`src/rtl/efuse_wb_ctrl.sv`:
```
// Wishbone-classic controller for the eFuse macro: timed word reads and bit-serial,
// enable-gated programming of one fuse word per access.
module efuse_wb_ctrl #(
  parameter int unsigned ADDR_W     = 11,
  parameter int unsigned DATA_W     = 8,
  parameter int unsigned RD_CYCLES  = 4,
  parameter int unsigned PGM_CYCLES = 200,
  parameter int unsigned GAP_CYCLES = 2
) (
  input  logic                      clk_i,
  input  logic                      rstn_i,
  input  logic                      wb_cyc_i,
  input  logic                      wb_stb_i,
  input  logic                      wb_we_i,
  input  logic [DATA_W/8-1:0]       wb_sel_i,
  input  logic [ADDR_W-1:0]         wb_adr_i,
  input  logic [DATA_W-1:0]         wb_dat_i,
  output logic [DATA_W-1:0]         wb_dat_o,
  output logic                      wb_ack_o,
  output logic                      wb_err_o,
  input  logic                      pgm_en_i,
  output logic                      busy_o,
  output logic [ADDR_W-1:0]         fuse_addr_o,
  output logic [$clog2(DATA_W)-1:0] fuse_bitsel_o,
  output logic                      fuse_rd_o,
  output logic                      fuse_pgm_o,
  input  logic [DATA_W-1:0]         fuse_dat_i
);

  localparam int unsigned IdxW   = $clog2(DATA_W);
  localparam int unsigned MaxRp  = (RD_CYCLES > PGM_CYCLES) ? RD_CYCLES : PGM_CYCLES;
  localparam int unsigned MaxCyc = (MaxRp > GAP_CYCLES) ? MaxRp : GAP_CYCLES;
  localparam int unsigned CntW   = $clog2(MaxCyc + 1);

  localparam logic [CntW-1:0] RdLast  = CntW'(RD_CYCLES - 1);
  localparam logic [CntW-1:0] PgmLast = CntW'(PGM_CYCLES - 1);
  localparam logic [CntW-1:0] GapLast = CntW'(GAP_CYCLES - 1);
  localparam logic [IdxW-1:0] IdxLast = IdxW'(DATA_W - 1);

  typedef enum logic [2:0] {
    StIdle, StRead, StScan, StPulse, StGap, StAck, StErr
  } state_e;

  state_e              state_q, state_d;
  logic [CntW-1:0]     cnt_q, cnt_d;
  logic [IdxW-1:0]     idx_q, idx_d;
  logic                abort_q, abort_d;
  logic [ADDR_W-1:0]   addr_q, addr_d;
  logic [DATA_W-1:0]   wdat_q, wdat_d;
  logic [DATA_W-1:0]   rdat_q, rdat_d;
  logic                ack_q, err_q, busy_q, rd_q, pgm_q;
  logic [IdxW-1:0]     bitsel_q, bitsel_d;
  logic                req, abort_now;

  assign req       = wb_cyc_i & wb_stb_i;
  // A dropped cycle or a withdrawn enable ends the write once any pulse in flight is done.
  assign abort_now = abort_q | ~wb_cyc_i | ~pgm_en_i;

  always_comb begin
    state_d = state_q;
    cnt_d   = cnt_q;
    idx_d   = idx_q;
    abort_d = abort_q;
    addr_d  = addr_q;
    wdat_d  = wdat_q;
    rdat_d  = rdat_q;
    unique case (state_q)
      StIdle: begin
        abort_d = 1'b0;
        cnt_d   = '0;
        idx_d   = '0;
        if (req) begin
          if (!wb_we_i) begin
            addr_d  = wb_adr_i;
            state_d = StRead;
          end else if (pgm_en_i && (&wb_sel_i)) begin
            addr_d  = wb_adr_i;
            wdat_d  = wb_dat_i;
            state_d = StScan;
          end else begin
            state_d = StErr;
          end
        end
      end
      StRead: begin
        if (!wb_cyc_i) begin
          state_d = StIdle;
        end else if (cnt_q == RdLast) begin
          rdat_d  = fuse_dat_i;
          cnt_d   = '0;
          state_d = StAck;
        end else begin
          cnt_d = cnt_q + 1'b1;
        end
      end
      StScan: begin
        if (abort_now) begin
          state_d = StIdle;
        end else if (wdat_q[idx_q]) begin
          cnt_d   = '0;
          state_d = StPulse;
        end else if (idx_q == IdxLast) begin
          state_d = StAck;
        end else begin
          idx_d = idx_q + 1'b1;
        end
      end
      StPulse: begin
        abort_d = abort_now;
        if (cnt_q == PgmLast) begin
          cnt_d   = '0;
          state_d = StGap;
        end else begin
          cnt_d = cnt_q + 1'b1;
        end
      end
      StGap: begin
        abort_d = abort_now;
        if (cnt_q == GapLast) begin
          cnt_d = '0;
          if (abort_now) begin
            state_d = StIdle;
          end else if (idx_q == IdxLast) begin
            state_d = StAck;
          end else begin
            idx_d   = idx_q + 1'b1;
            state_d = StScan;
          end
        end else begin
          cnt_d = cnt_q + 1'b1;
        end
      end
      StAck:   state_d = StIdle;
      StErr:   state_d = StIdle;
      default: state_d = StIdle;
    endcase
  end

  assign bitsel_d = (state_d == StPulse) ? idx_d : '0;

  // Outputs are registered decodes of the next state so they line up with state_q.
  always_ff @(posedge clk_i) begin
    if (!rstn_i) begin
      state_q  <= StIdle;
      cnt_q    <= '0;
      idx_q    <= '0;
      abort_q  <= 1'b0;
      addr_q   <= '0;
      wdat_q   <= '0;
      rdat_q   <= '0;
      ack_q    <= 1'b0;
      err_q    <= 1'b0;
      busy_q   <= 1'b0;
      rd_q     <= 1'b0;
      pgm_q    <= 1'b0;
      bitsel_q <= '0;
    end else begin
      state_q  <= state_d;
      cnt_q    <= cnt_d;
      idx_q    <= idx_d;
      abort_q  <= abort_d;
      addr_q   <= addr_d;
      wdat_q   <= wdat_d;
      rdat_q   <= rdat_d;
      ack_q    <= (state_d == StAck);
      err_q    <= (state_d == StErr);
      busy_q   <= (state_d != StIdle);
      rd_q     <= (state_d == StRead);
      pgm_q    <= (state_d == StPulse);
      bitsel_q <= bitsel_d;
    end
  end

  assign wb_dat_o      = rdat_q;
  assign wb_ack_o      = ack_q;
  assign wb_err_o      = err_q;
  assign busy_o        = busy_q;
  assign fuse_addr_o   = addr_q;
  assign fuse_bitsel_o = bitsel_q;
  assign fuse_rd_o     = rd_q;
  assign fuse_pgm_o    = pgm_q;

endmodule
```
`config.mk`:
```
export PLATFORM = sky130hd
export DESIGN_NAME = efuse_wb_ctrl
export DESIGN_NICKNAME = d
export VERILOG_FILES = /design/src/rtl/efuse_wb_ctrl.sv
export SDC_FILE = /design/constraint.sdc
export NUM_CORES = 1
export LEC_CHECK = 0
export BUFFER_PORTS_ARGS = -buffer_cell sky130_fd_sc_hd__buf_2
export CORE_MARGIN = 10
export CORE_UTILIZATION = 27
export CTS_BUF_LIST = sky130_fd_sc_hd__clkbuf_16
export CTS_CLUSTER_DIAMETER = 60
export CTS_CLUSTER_SIZE = 25
export DETAILED_ROUTE_END_ITERATION = 8
export MAX_ROUTING_LAYER = met4
export PLACE_DENSITY = 0.58
export SLEW_MARGIN = 20
export SYNTH_ARGS = -nofsm -noshare
export SYNTH_HDL_FRONTEND = slang
export SYNTH_SLANG_ARGS = --single-unit
```
`constraint.sdc`:
```
create_clock -name clk_i -period 2.5 [get_ports clk_i]
set_clock_uncertainty 0.2 [all_clocks]
set_input_delay 0.125 -clock clk_i [delete_from_list [all_inputs] [get_ports clk_i]]
set_output_delay 0.125 -clock clk_i [all_outputs]
set_load 0.01 [all_outputs]
```
==> impl_metrics.yaml <==
global_route:
  grt_pass1_wl_um: 10660
  grt.total_usage: 0.09989
  grt_pass1_vias: 2181
  grt_overflow_total: 0
  grt_max_degree: 29
  antenna_found_initial: 0
floorplan:
  ios: 61
  die_h_um: 116.1
  dieArea_um2: 13470
  core_um2: 9109
  start_util: 0.2736
  num_rows: 35
  die_width_um: 116.1
timing:
  fin_setup_tns_ns: 0
  maxSlewHeadroom: 0.6329
  setup_ws_ns: 0.2241
  timing.final.crit_share: 0.9104
  rsz0062_at_grt: "false"
  worstMarginPinSlew_ns: 0.5488
  fin_hold_ws_ns: 0.06646
  finalHoldViolations: 0
  setup_viol: 0
  timing.fmax_mhz: 439.4
  period_needed_ns: 2.276
  maxSlewViolCount: 0
yosys:
  synth_top_area_frac: 0.4016
  post-synth-top-area-cell: "dfxtp_1"
  avgSynthCellArea_um2: 9.586
  yosys-top-cells-count: "dfxtp_1 (50), nor2_1 (37), mux2i_1 (32)"
  synthArstFlopShare: 0
  synthDistinctLibCells: 55
  syn_area_um2: 2492
  netlist_instances: 260
  syn_nets: 297
  synthFlopType: "dfxtp_1"
  ys_ff_latch: 50
  synth_seq_area_share: 0.4016
  yosysWarnings: 0
  synth-edff-count: 0
  synth_area_leaders: "dfxtp_1 (40%), mux2i_1 (13%), nor2_1 (5.6%), a21oi_1 (2.2%), buf_6 (1.8%)"
  synth_most_common_cell: "dfxtp_1"
critical_path:
  cp_num_cells: 7
  cp_data_required_time_ns: 2.46
  timing.critical_path.cells: "ha_1 > and2_1 > nor2_1 > a311o_1 > o31ai_2 > buf_4 > nor3_1"
  end_kind: "register"
  path_buf_inv: 1
  reg2reg_slack_ns: 0.22
  critPathMaxStageDelay_ns: 0.46
  worstPathMaxFanout: 7
  crit_start: "idx_q[1]$_SDFF_PN0_"
  crit_type: "register to register"
  rr_endpoint: "fuse_bitsel_o[1]$_SDFF_PN0_"
  arrival_ns: 2.23
  crit_path_top_delay_cell: "dfxtp_1"
  start_kind: "register"
  r2r_cells: 7
  cp_top_family: "compound AO/OA/AOI/OAI gates"
  r2r_start: "idx_q[1]$_SDFF_PN0_"
place:
  placed_cells: 426
  placed_area_um2: 2899
  io_buffers: 60
  hpwl_um: 4646
  gp_congestion: 0.8067
  dp_slack_ns: 0.1890
pwr:
  clkPwrFrac: 0.394
  cellInternalPower_mw: 1.294
  p_total_mw: 1.724
  power_leakage_nw: 1.364
  share_comb_of_total_power: 0.125
  power_density_nw_per_um2: 518.1
  irDropWorstVdd_v: 0.0002469
  pwr-share-seq: 0.481
  switching_share: 0.2492
  p_sw_mw: 0.4295
cells_and_area:
  instances_no_fill: 462
  final_area_um2: 3327
  fin_util: 0.3652
  nFillCells: 914
  nets: 387
  area_growth_syn_to_layout_pct: 33.48
  drive_above_1_share: 0.2792
  num_antenna_cells: 0
route:
  remaining_drc_errors: 0
  ant_nets: 0
  routed_wl_um: 6513
  drtIter0Drc: 104
  viasPerCell: 4.807
  vias: 2221
  first_pass_iters: 4
  wl_per_cell_um: 14.10
clock_tree:
  cts_setup_buffers: 0
  path_clk_slew_ns: 0.07
  numClockSinks: 50
  numCtsBuffers: 5
  clk_latency_ns: 0.29
  cts_root_buf: "clkbuf_16"
  cts_max_level: 2
  cts_tree: "built"
  cts.path.max_buffers: 2
job:
  cap_violations: 0
worst_hold_path:
  hp-class: "input port to register"
  hp-start: "wb_cyc_i"
  whs_path_depth: 4
  min_to: "abort_q$_SDFFE_PN0P_"
status:
  status: "completed"
placed cells by master (no fill, tap or decap), drive strengths merged, types with 2 or more instances in the layout:
master       Yosys  layout
a211oi           3       3
a21oi           11      11
and4             2       2
buf             10      69
clkbuf           4       5
clkinv           1       4
dfxtp           50      50
dlygate4sd3      0      28
ha               3       3
inv              6       6
mux2i           32      32
nand2           11      11
nand2b           3       3
nand3            4       4
nand4            7       7
nor2            44      44
nor2b            4       4
nor3             6       6
nor3b            4       4
nor4             4       4
o21ai            7       7
o221ai           2       2
o22ai            2       2
o31ai            7       7
o41ai            5       5
or3              7       7
or4              3       3
or4b             2       2
worst max path at each step:
stage,end
floorplan,busy_o$_SDFF_PN0_
global route,fuse_bitsel_o[0]$_SDFF_PN0_
detailed placement,fuse_bitsel_o[0]$_SDFF_PN0_
CTS,fuse_bitsel_o[0]$_SDFF_PN0_
global placement,fuse_bitsel_o[1]$_SDFF_PN0_
finish,fuse_bitsel_o[1]$_SDFF_PN0_
cells by family (layout without fill, tap and decap cells):
group	count (synthesis)	count (layout)	share of synthesized area
compound gates	45	45	0.1446
xor+xnor	1	1	0.003515
fa+ha+maj	3	3	0.01506
buf+inv	21	112	0.05070
flops	50	50	0.4016
mux	33	33	0.1376
simple gates	107	107	0.2470
cell type report:
class	count	area, um^2	area share
Inverter	7	26.28	0.007898
Clock inverter	3	21.27	0.006393
Clock buffer	5	125.1	0.03761
Multi-Input combinational cell	189	1365	0.4103
Tap cell	111	138.9	0.04174
Timing Repair Buffer	97	648.1	0.1948
Sequential cell	50	1002	0.3012
timing repair:
item	CTS	global route
endpoints found under the setup margin	0	1
gates resized for setup	0	1
hold buffers	28	0
hold endpoints to repair	35	0
worst min-delay path, cell delays in order:
cell and delay [ns]:
buf_2 0.13, a21oi_1 0.07, a21oi_1 0.14, nor3_1 0.06
state kept, by name, indices dropped and copies added, names as in the netlist:
| signal | cells |
|---|---|
| fuse_addr_o | 11 |
| cnt_q | 8 |
| wb_dat_o | 8 |
| idx_q | 3 |
| state_q | 3 |
| wb_ack_o | 1 |
| abort_q | 1 |
| fuse_bitsel_o | 3 |
| busy_o | 1 |
| fuse_rd_o | 1 |
| fuse_pgm_o | 1 |
| wb_err_o | 1 |
| wdat_q | 8 |
per-layer routing:
layer	track usage	share of wire	vias up
met5	-	0	-
met4	0.03003	0.010	0
met3	0.01760	0.018	5
met2	0.1680	0.53	28
met1	0.1191	0.44	1056
li1	-	-	1132
power by group through the flow:
stage | clock network [mW] | registers, mW | logic (mW)
2_1_floorplan | 0 | 0.846 | 0.111
5_1_grt | 0.734 | 0.832 | 0.237
4_1_cts | 0.702 | 0.829 | 0.215
6_report | 0.680 | 0.829 | 0.215
3_3_place_gp | 0 | 0.847 | 0.178
3_5_place_dp | 0 | 0.848 | 0.180
No activity file was read; power rests on OpenSTA's default activity.
